`src/rtl/fsk_tx_scheduler_if.sv`:
```
// ---------------------------------------------------------------------------
// fsk_tx_scheduler_if
// Byte stream handshake between a byte producer and the FSK TX scheduler.
//   s_data  : byte to transmit (producer -> scheduler)
//   s_valid : s_data valid     (producer -> scheduler)
//   s_ready : scheduler FIFO can accept a byte (scheduler -> producer)
// A byte moves on a clk edge where s_valid && s_ready.
// ---------------------------------------------------------------------------
interface fsk_tx_scheduler_if;
  logic [7:0] s_data;
  logic       s_valid;
  logic       s_ready;

  modport master (output s_data, output s_valid, input s_ready);
  modport slave  (input s_data, input s_valid, output s_ready);
endinterface

```
`src/rtl/fsk_tx_scheduler.sv`:
```
// ---------------------------------------------------------------------------
// fsk_tx_scheduler
// Buffers bytes from a producer, frames each as 8N1 UART and drives the FSK
// modulator's bit input at CLKS_PER_BIT clocks per bit. A mark preamble of
// PREAMBLE_BITS bit periods leads each burst; queued bytes follow back to back.
//
// Ports:
//   clk           : system clock (50 MHz)
//   rst_n         : asynchronous active-low reset, synchronous release
//   s_if (slave)  : byte stream in (s_data, s_valid, s_ready = not full)
//   o_uart_bit    : line level to the modulator, 1 = mark/idle, 0 = space
//   o_tx_active   : high from preamble start through last stop bit of a burst
//   o_frame_done  : one-cycle pulse in the final cycle of each stop bit
//   o_fifo_level  : number of buffered bytes
//
// state    | meaning
// ---------+-----------------------------------------------------------
// IDLE     | line at mark, waiting for a buffered byte
// PREAMBLE | mark tone for PREAMBLE_BITS bit periods, start of a burst
// START    | start bit (space); head byte was popped on entry
// DATA     | 8 data bits, LSB first
// STOP     | stop bit (mark); next byte follows with no gap if queued
// ---------------------------------------------------------------------------
module fsk_tx_scheduler #(
  parameter int CLKS_PER_BIT  = 434,
  parameter int FIFO_DEPTH    = 4,
  parameter int PREAMBLE_BITS = 16
) (
  input  logic                          clk,
  input  logic                          rst_n,
  fsk_tx_scheduler_if.slave             s_if,
  output logic                          o_uart_bit,
  output logic                          o_tx_active,
  output logic                          o_frame_done,
  output logic [$clog2(FIFO_DEPTH):0]   o_fifo_level
);

  localparam int PTR_W = $clog2(FIFO_DEPTH);
  localparam int LVL_W = PTR_W + 1;
  localparam int CNT_W = $clog2(CLKS_PER_BIT);
  // Bit counter serves both the preamble and the 8 data bits.
  localparam int BIT_W = $clog2((PREAMBLE_BITS > 8) ? PREAMBLE_BITS : 8);

  localparam logic [CNT_W-1:0] BAUD_LAST = CNT_W'(CLKS_PER_BIT - 1);
  localparam logic [CNT_W-1:0] BAUD_PRE  = CNT_W'(CLKS_PER_BIT - 2);
  localparam logic [BIT_W-1:0] PRE_LAST  = BIT_W'((PREAMBLE_BITS > 0) ? PREAMBLE_BITS - 1 : 0);
  localparam logic [BIT_W-1:0] DATA_LAST = BIT_W'(7);
  localparam logic [LVL_W-1:0] LVL_FULL  = LVL_W'(FIFO_DEPTH);

  typedef enum logic [2:0] {
    S_IDLE,
    S_PREAMBLE,
    S_START,
    S_DATA,
    S_STOP
  } state_t;

  // FIFO storage
  logic [7:0]       r_mem [FIFO_DEPTH];
  logic [PTR_W-1:0] r_wr_ptr;
  logic [PTR_W-1:0] r_rd_ptr;
  logic [LVL_W-1:0] r_level;

  // FSM
  state_t           r_state;
  logic [CNT_W-1:0] r_baud;
  logic [BIT_W-1:0] r_bit;
  logic [7:0]       r_shreg;
  logic             r_uart;
  logic             r_active;
  logic             r_done;

  logic             w_full;
  logic             w_empty;
  logic             w_push;
  logic             w_pop;
  logic             w_baud_end;
  logic [7:0]       w_head;

  assign w_full     = (r_level == LVL_FULL);
  assign w_empty    = (r_level == '0);
  assign w_push     = s_if.s_valid && !w_full;
  assign w_head     = r_mem[r_rd_ptr];
  assign w_baud_end = (r_baud == BAUD_LAST);

  assign s_if.s_ready = !w_full;
  assign o_fifo_level = r_level;
  assign o_uart_bit   = r_uart;
  assign o_tx_active  = r_active;
  assign o_frame_done = r_done;

  // A pop coincides exactly with every transition into START.
  always_comb begin
    w_pop = 1'b0;
    case (r_state)
      S_IDLE:     w_pop = (PREAMBLE_BITS == 0) && !w_empty;
      S_PREAMBLE: w_pop = w_baud_end && (r_bit == PRE_LAST);
      S_STOP:     w_pop = w_baud_end && !w_empty;
      default:    w_pop = 1'b0;
    endcase
  end

  always_ff @(posedge clk) begin
    if (w_push) begin
      r_mem[r_wr_ptr] <= s_if.s_data;
    end
  end

  always_ff @(posedge clk or negedge rst_n) begin
    if (!rst_n) begin
      r_wr_ptr <= '0;
      r_rd_ptr <= '0;
      r_level  <= '0;
    end else begin
      if (w_push) r_wr_ptr <= r_wr_ptr + PTR_W'(1);
      if (w_pop)  r_rd_ptr <= r_rd_ptr + PTR_W'(1);
      case ({w_push, w_pop})
        2'b10:   r_level <= r_level + LVL_W'(1);
        2'b01:   r_level <= r_level - LVL_W'(1);
        default: r_level <= r_level;
      endcase
    end
  end

  always_ff @(posedge clk or negedge rst_n) begin
    if (!rst_n) begin
      r_state  <= S_IDLE;
      r_baud   <= '0;
      r_bit    <= '0;
      r_shreg  <= '0;
      r_uart   <= 1'b1;
      r_active <= 1'b0;
      r_done   <= 1'b0;
    end else begin
      r_done <= 1'b0;
      case (r_state)
        S_IDLE: begin
          r_baud <= '0;
          r_bit  <= '0;
          if (!w_empty) begin
            r_active <= 1'b1;
            if (w_pop) begin
              r_state <= S_START;
              r_shreg <= w_head;
              r_uart  <= 1'b0;
            end else begin
              r_state <= S_PREAMBLE;
              r_uart  <= 1'b1;
            end
          end
        end

        S_PREAMBLE: begin
          if (w_baud_end) begin
            r_baud <= '0;
            if (r_bit == PRE_LAST) begin
              r_bit   <= '0;
              r_state <= S_START;
              r_shreg <= w_head;
              r_uart  <= 1'b0;
            end else begin
              r_bit <= r_bit + BIT_W'(1);
            end
          end else begin
            r_baud <= r_baud + CNT_W'(1);
          end
        end

        S_START: begin
          if (w_baud_end) begin
            r_baud  <= '0;
            r_bit   <= '0;
            r_state <= S_DATA;
            r_uart  <= r_shreg[0];
            r_shreg <= {1'b0, r_shreg[7:1]};
          end else begin
            r_baud <= r_baud + CNT_W'(1);
          end
        end

        S_DATA: begin
          if (w_baud_end) begin
            r_baud <= '0;
            if (r_bit == DATA_LAST) begin
              r_bit   <= '0;
              r_state <= S_STOP;
              r_uart  <= 1'b1;
            end else begin
              r_bit   <= r_bit + BIT_W'(1);
              r_uart  <= r_shreg[0];
              r_shreg <= {1'b0, r_shreg[7:1]};
            end
          end else begin
            r_baud <= r_baud + CNT_W'(1);
          end
        end

        S_STOP: begin
          if (w_baud_end) begin
            r_baud <= '0;
            if (w_pop) begin
              r_state <= S_START;
              r_shreg <= w_head;
              r_uart  <= 1'b0;
            end else begin
              r_state  <= S_IDLE;
              r_uart   <= 1'b1;
              r_active <= 1'b0;
            end
          end else begin
            r_baud <= r_baud + CNT_W'(1);
            // Registered pulse lands in the last cycle of the stop bit.
            if (r_baud == BAUD_PRE) r_done <= 1'b1;
          end
        end

        default: begin
          r_state  <= S_IDLE;
          r_uart   <= 1'b1;
          r_active <= 1'b0;
        end
      endcase
    end
  end

endmodule

```
`src/flat_wrapper.sv`:
```
// flat-port wrapper written by rule: the top's interface ports become plain ports
module fsk_tx_scheduler_flat 
#(
  parameter int CLKS_PER_BIT  = 434,
  parameter int FIFO_DEPTH    = 4,
  parameter int PREAMBLE_BITS = 16
)
  (clk, rst_n, o_uart_bit, o_tx_active, o_frame_done, o_fifo_level, s_if_s_data, s_if_s_valid, s_if_s_ready);
  fsk_tx_scheduler_if s_if_i ();
  input  logic clk;
  input  logic rst_n;
  output logic o_uart_bit;
  output logic o_tx_active;
  output logic o_frame_done;
  output logic [$clog2(FIFO_DEPTH):0] o_fifo_level;
  input wire logic [$bits(s_if_i.s_data)-1:0] s_if_s_data;
  input wire logic [$bits(s_if_i.s_valid)-1:0] s_if_s_valid;
  output wire logic [$bits(s_if_i.s_ready)-1:0] s_if_s_ready;
  assign s_if_i.s_data = s_if_s_data;
  assign s_if_i.s_valid = s_if_s_valid;
  assign s_if_s_ready = s_if_i.s_ready;
  fsk_tx_scheduler #(.CLKS_PER_BIT(CLKS_PER_BIT), .FIFO_DEPTH(FIFO_DEPTH), .PREAMBLE_BITS(PREAMBLE_BITS)) u_core (.clk(clk), .rst_n(rst_n), .s_if(s_if_i), .o_uart_bit(o_uart_bit), .o_tx_active(o_tx_active), .o_frame_done(o_frame_done), .o_fifo_level(o_fifo_level));
endmodule
```
`config.mk`:
```
export PLATFORM = sky130hd
export DESIGN_NAME = fsk_tx_scheduler_flat
export DESIGN_NICKNAME = d
export VERILOG_FILES = /design/src/rtl/fsk_tx_scheduler_if.sv /design/src/rtl/fsk_tx_scheduler.sv /design/src/flat_wrapper.sv
export SDC_FILE = /design/constraint.sdc
export NUM_CORES = 1
export LEC_CHECK = 0
export CAP_MARGIN = 5
export CORE_MARGIN = 2
export CORE_UTILIZATION = 40
export CTS_CLUSTER_SIZE = 10
export DETAILED_ROUTE_END_ITERATION = 6
export PLACE_DENSITY = 0.57
export SYNTH_ARGS = -nofsm -noshare
export SYNTH_HDL_FRONTEND = slang
export SYNTH_SLANG_ARGS = --single-unit
```
`constraint.sdc`:
```
create_clock -name clk -period 3.3 [get_ports clk]
set_input_delay 0.99 -clock clk [delete_from_list [all_inputs] [get_ports clk]]
set_output_delay 0.99 -clock clk [all_outputs]
set_load 0.01 [all_outputs]
```
==> summary.md, run 1 <==
| Metric | Value |
|---|---|
| Worst-path clk slew | `80 ps` |
| Fmax | `0.378 GHz` |
| Synthesized cell area | `3290 um2` |
| Worst skew pair latency | `340 ps` |
| Share of layout cells above drive strength 1 | `19.9%` |
| Startpoint Class | `register` |
| TritonCTS clock tree | `built` |
| Cell accounting for the most synthesized area | `edfxtp_1` |
| Maximum VDD drop | `401 uV` |
| Resized cells post-CTS | `0` |
| Fin crit period | `2650 ps` |
| Placement Rows | `33` |
| Adder-Cell Fraction of Synth Area | `4.34%` |
| Post-synthesis compound-gate area fraction | `8.45%` |
| Largest family of logic cells by synthesized area | `multiplexers` |
| Via density | `5.29` |
| Core ar. | `8090 um2` |
| Critical-path maximum fanout | `6` |
| Die area | `8960 um2` |
| DP HPWL | `4020 um` |
| Data arrival, critical path | `1660 ps` |
| Drt first pass iters | `4` |
| Multiplexer share of the synthesized area | `12.3%` |
| Die Ht | `94.7 um` |
| Total GRT Usage | `15.2%` |
| Finished Core Util | `45.9%` |
| Layout area overhead | `13.0%` |
| Synth top area cells | `edfxtp_1 (29%), dfrtp_1 (25%), mux4_2 (5.5%)` |
| Initial Util | `40.6%` |
| Sequential area share after synthesis | `55.2%` |
| Async set-reset flop share out of synthesis | `51.5%` |
| Setup repair bufs after CTS | `0` |
| Count leader, synth | `dfrtp_1` |
| Nets | `287` |
| Post-synth EDFFs | `32` |
| Maxcap violations | `0` |
| R2R cell count | `9` |
| Top post-synthesis cells by count | `dfrtp_1 (33), edfxtp_1 (32), nor2_1 (17)` |
| Clock Skews | `8.86 ps` |
| Num CTS Buffers | `9` |
| Hold Fails Final Rpt | `0` |
| Final Hold Slack | `511 ps` |
| Worst slew pin tran | `794 ps` |
| Synth Net Count | `272` |
| #FFs+latches synth | `66` |
| # IOs | `18` |
| Cell area after layout | `3710 um2` |
| Worst relative slew slack | `46.8%` |
| Final setup viols | `0` |
| Clock Tree Root | `clkbuf_8` |
| DRT iter0 DRCs | `158` |
| CP max stage delay | `570 ps` |
| Crit-path cells | `inv_1 > nand3_1 > clkdlybuf4s50_1` |
| Mapped Avg Cell Area | `13.1 um2` |
| DRT Wirelength | `6060 um` |
| Netlist cell types | `58` |
| Share of the synthesized area in the top cell type | `29.2%` |
| Via count | `1990` |
| N_diodes | `0` |
| HP Class | `register to register` |
| Largest net degree at the start of global routing | `35` |
| Final Slew Violations | `0` |
| Xor and xnor fraction of the mapped netlist area | `3.69%` |
| Crit Reg-Reg Endpoint | `u_core.o_fifo_level[2]` |
| Leak | `1.42 nW` |
| Yosys warnings | `0` |
| Worst Path Class, Setup | `register to output port` |
| Worst path required time | `2310 ps` |
| CP Launch Point | `u_core.o_fifo_level[0]` |
| Placed cell areas | `3500 um2` |
| DRC viols | `0` |
| Period utilization | `80.2%` |
| Critical Path End | `s_if_s_ready` |
| Mean routed wirelength per cell | `16.1 um` |
| Grt ovf | `0` |
| Setup TNS | `0 ps` |
| Clk buf depth | `2` |
| First-pass GRT wire length | `10100 um` |
| Vias in the first global route | `1992` |
| RSZ-0062 raised after global routing | `no` |
| GP Congestion | `0.846` |
| Post-route antenna net violation count | `0` |
| Status | `finished, final reports clean` |
| Top_reg_cell synth | `dfrtp_1` |
| Pwr per Cell Area | `631 nW/um2` |
| Syn Inst Count | `251` |
| Port Buffers | `17` |
| Reg-to-Reg Start | `u_core.r_baud[3]` |
| Crit path max-delay cell type | `clkdlybuf4s50_1` |
| Critical path capture point type | `output port` |
| Clock net sink count | `66` |
| Die width | `94.7 um` |
| Synth Area in Simple Gates | `11.8%` |
| Cts hold-fix bufs | `0` |
| H-tree depth | `3` |
| FF-to-FF setup slack | `780 ps` |
| Initial antenna violation count | `0` |
-- per-layer routing --
metal | track usage (%) | wire length (um) | vias up
li1 | - | - | 958
met1 | 21.6 | 3030 | 992
met2 | 21.7 | 2710 | 31
met3 | 3.99 | 196 | 9
met4 | 7.13 | 120 | 0
met5 | 0 | 0 | -
-- layout make-up --
cell class              count  area (um2)
well taps                 105         131
inverters                  12        45.0
flip-flops and latches     66        1810
multi-input cells         159        1330
fillers                   764        4380
clock buffers              10         128
clock inverters             6        90.1
repair buffers             18         173
-- flip-flops by register name, summed over array words and instances (netlist names), 2 cells and up --
register / cells
u_core.r_state: 3
u_core.r_wr_ptr: 2
u_core.r_mem: 32
u_core.r_bit: 4
u_core.r_baud: 9
u_core.r_rd_ptr: 2
u_core.r_shreg: 8
u_core.o_fifo_level: 3
-- placed cells by master (no fill, tap or decap), drive strengths merged, types with 3 or more instances in the layout --
| master | n |
|---|---|
| xor2 | 9 |
| and3 | 10 |
| a21oi | 4 |
| mux2i | 3 |
| mux2 | 15 |
| clkdlybuf4s50 | 16 |
| xnor2 | 4 |
| a31oi | 3 |
| mux4 | 8 |
| o21ai | 14 |
| edfxtp | 32 |
| o211ai | 3 |
| clkbuf | 10 |
| or3 | 3 |
| nand4 | 6 |
| and2 | 3 |
| nand3 | 9 |
| nor2 | 17 |
| ha | 9 |
| inv | 13 |
| nand2 | 12 |
| dfrtp | 33 |
-- metrics by stage --
| stage | setup slack, ps | cells | power [mW] |
|---|---|---|---|
| final | 653 | 376 | 2.34 |
| after global routing | 551 | 376 | 2.49 |
| after CTS | 617 | 376 | 2.38 |
| after detailed placement | 512 | 360 | 1.62 |
| after global placement | 532 | 360 | 1.60 |
| after floorplan | 927 | 251 | 1.44 |
-- report_power, final --
part	total (mW)	internal (mW)	switching, mW
Sequential	1.15	1.03	0.114
Clock	0.749	0.428	0.321
Combinational	0.448	0.214	0.235
-- critical path: cells and delay by family (launching register included) --
kind / cells / cell delay, ps
buf+inv: 2 / 680
flops: 1 / 450
simple gates: 1 / 190
-- logic make-up after synthesis --
kind of cell / Yosys count
mux: 26
buf+inv: 26
flops: 66
simple gates: 70
fa+ha+maj: 11
xor+xnor: 13
compound gates: 39
-- how the worst min path moves through the flow --
| stage | slack, ps | end | depth (start not counted) | startpoint |
|---|---|---|---|---|
| detailed placement | 490 | u_core.r_shreg[2] | 1 | u_core.r_shreg[2] |
| global route | 530 | u_core.r_shreg[4] | 1 | u_core.r_shreg[4] |
| floorplan | 480 | u_core.r_shreg[1] | 1 | u_core.r_shreg[1] |
| finish | 510 | u_core.r_shreg[4] | 1 | u_core.r_shreg[4] |
| global placement | 490 | u_core.r_shreg[6] | 1 | u_core.r_shreg[6] |
| CTS | 520 | u_core.r_shreg[2] | 1 | u_core.r_shreg[2] |
(Power assumes the default switching activity.)
==> inputs of run 2 (changes only) <==
PLACE_DENSITY = 0.59   (was 0.57)
clock period = 2.22 ns   (was 3.3 ns; I/O delays follow)
==> run 2 against run 1 <==
Effect of this change:
- core utilization rose by 3.0 points
- largest power group unchanged
- critical endpoint is now u_core.o_fifo_level[2]
- wire length increased by 4.4%
- final cell count grew 8.0%
- final area increased by 6.6%
- critical path depth increased by 6
- sequential share of layout area decreased by 3.0 points
- clock-buffer cell count up 1
- first-iteration DRC count fell by 30%
- sequential power grew 47%
- non-clock buffer count grew 30
==> summary.md, run 2 (synthesized netlist as in run 1, its figures left out) <==
| Metric | Value |
|---|---|
| Clock Skews | `9.72 ps (was 8.86 ps)` |
| Worst slew pin tran | `461 ps (was 794 ps)` |
| Commonest non-fill, non-tap cell in the layout | `edfxtp_1 (was dfrtp_1)` |
| Worst-path clk slew | `80 ps (about the same)` |
| Clock Tree Root | `clkbuf_8 (unchanged)` |
| Worst Path Class, Setup | `register to register (was register to output port)` |
| N_diodes | `0 (unchanged)` |
| Share of layout cells above drive strength 1 | `29.6% (was 19.9%)` |
| Placement Rows | `33 (unchanged)` |
| Final setup viols | `0 (unchanged)` |
| Largest net degree at the start of global routing | `35 (unchanged)` |
| Regs by FF count | `u_core.r_mem x32, u_core.r_baud x9, u_core.r_shreg x8 (unchanged)` |
| Hold Fails Final Rpt | `0 (unchanged)` |
| Clk buf depth | `2 (unchanged)` |
| H-tree depth | `3 (unchanged)` |
| Die width | `94.7 um (unchanged)` |
| Total power draw | `3.46 mW (was 2.34 mW)` |
| Fmax | `0.474 GHz` |
| Leak | `1.56 nW (was 1.42 nW)` |
| Core ar. | `8090 um2 (unchanged)` |
| Drt first pass iters | `4 (unchanged)` |
| R2R cell count | `9 (unchanged)` |
| DRT Wirelength | `6330 um (was 6060 um)` |
| Clock net sink count | `66 (unchanged)` |
| Total GRT Usage | `15.8% (was 15.2%)` |
| Worst path required time | `2480 ps (was 2310 ps)` |
| DRT iter0 DRCs | `110 (was 158)` |
| Maxcap violations | `0 (unchanged)` |
| Setup TNS | `0 ps (unchanged)` |
| Data arrival, critical path | `2360 ps (was 1660 ps)` |
| Startpoint Class | `register (unchanged)` |
| Initial Util | `40.6% (unchanged)` |
| Period utilization | `95.0%` |
| Post-route antenna net violation count | `0 (unchanged)` |
| Layout area overhead | `20.5% (was 13.0%)` |
| Critical-path maximum fanout | `4 (was 6)` |
| First-pass GRT wire length | `10500 um (was 10100 um)` |
| Reg with most FFs | `u_core.r_mem (unchanged)` |
| Num CTS Buffers | `9 (unchanged)` |
| Max reg flops | `32 (unchanged)` |
| Critical path capture point type | `register (was output port)` |
| FF-to-FF setup slack | `110 ps (was 780 ps)` |
| Hold Crit Endpoint | `u_core.r_shreg[2] (was u_core.r_shreg[4])` |
| Initial antenna violation count | `0 (unchanged)` |
| Via count | `2102 (was 1990)` |
| Worst skew pair latency | `330 ps (was 340 ps)` |
| HP Class | `register to register (unchanged)` |
| Mean routed wirelength per cell | `15.6 um (was 16.1 um)` |
| Die Ht | `94.7 um (unchanged)` |
| Worst Hold Launch | `u_core.r_shreg[2] (was u_core.r_shreg[4])` |
| Crit Reg-Reg Endpoint | `u_core.o_fifo_level[2] (unchanged)` |
| DRC viols | `0 (unchanged)` |
| Grt ovf | `0 (unchanged)` |
| Final Slew Violations | `0 (unchanged)` |
| Reg-to-Reg Start | `u_core.r_baud[6] (was u_core.r_baud[3])` |
| TritonCTS clock tree | `built (unchanged)` |
| RSZ-0062 raised after global routing | `no (unchanged)` |
| Pwr per Cell Area | `875 nW/um2 (was 631 nW/um2)` |
| DP HPWL | `4270 um (was 4020 um)` |
| GP Congestion | `0.802 (was 0.846)` |
| Fin crit period | `2110 ps` |
| Status | `finished, final reports clean (unchanged)` |
| Worst relative slew slack | `69.1% (was 46.8%)` |
| Commonest non-fill, non-tap cells in the layout | `edfxtp_1 (32), dfrtp_1 (31), buf_4 (30), nor2_1 (17), clkdlybuf4s50_1 (16) (was dfrtp_1 (33), edfxtp_1 (32), nor2_1 (17), clkdlybuf4s50_1 (16))` |
| Vias in the first global route | `2163 (was 1992)` |
| Hold depth | `1 (unchanged)` |
| Maximum VDD drop | `546 uV (was 401 uV)` |
| Nets | `317 (was 287)` |
| Port Buffers | `17 (unchanged)` |
| # IOs | `18 (unchanged)` |
| Die area | `8960 um2 (unchanged)` |
| Via density | `5.18 (was 5.29)` |
run 2: cell types whose count changed in the layout (fill, tap and decap cells not counted), moves of 2 or more:
cell | before | now
dfrtp_2 | 0 | 2
dfrtp_1 | 33 | 31
buf_4 | 1 | 30
clkinvlp_4 | 1 | 3
run 2: layout make-up:
type / count / area, um2
sequential: 66 / 1820
multi-input combinational: 159 / 1370
fill: 763 / 4130
inverter: 12 / 45.0
tap: 105 / 131
clock inverter: 5 / 57.6
timing repair buffer: 48 / 414
clock buffer: 11 / 131
run 2: report_power, final:
part	total, mW	switching (mW)	internal (mW)
logic	0.795	0.402	0.393
clock network	0.975	0.457	0.518
registers	1.69	0.159	1.54
total	3.46	1.02	2.45
run 2: critical path, stage by stage (launching register included):
cell     delay (ps)
dfrtp_2         440
nor4b_4         280
and3_4          230
and3_4          200
ha_4            120
inv_1            40
fa_2            330
xor2_1          150
nor2_1          110
xor2_1          150
run 2: worst max-delay path by stage:
| stage | startpoint | endpoint | cells past startpoint | slack [ps] |
|---|---|---|---|---|
| final | u_core.r_baud[6] | u_core.o_fifo_level[2] | 9 | 110 |
| after CTS | u_core.r_baud[6] | u_core.o_fifo_level[2] | 9 | 9 |
| after detailed placement | s_if_s_valid | u_core.o_fifo_level[2] | 9 | -110 |
| after floorplan | u_core.r_baud[6] | u_core.o_fifo_level[2] | 10 | -90 |
| after global placement | s_if_s_valid | u_core.o_fifo_level[2] | 9 | -80 |
| after global routing | u_core.r_baud[6] | u_core.o_fifo_level[2] | 9 | 6 |
run 2: metrics by stage:
stage,std cells,utilization (%),worst slack (ps),hold slack [ps],area [um2]
2_1_floorplan,251,-,-87.2,370,3300
5_1_grt,406,48.9,6.14,529,3960
4_1_cts,405,48.6,8.56,518,3940
3_3_place_gp,388,46.2,-80.3,497,3740
3_5_place_dp,388,46.2,-112,490,3740
6_report,406,48.9,111,521,3960
run 2: timing repair:
action / 4_1_cts / 5_1_grt
hold buffers: 0 / 0
cloned: 0 / 0
endpoints found under the setup margin: 1 / 2
pin swaps: 0 / 3
gates resized for setup: 2 / 4
buffers inserted: 1 / 1
run 2: routing by layer:
metal	wire (um)	track usage (%)	share of wire, %	vias to the layer above
li1	-	-	-	1016
met1	3080	21.3	49	1041
met2	3000	25.3	47	41
met3	191	3.27	3.0	4
met4	57	5.80	0.90	0
met5	0	0	0	-
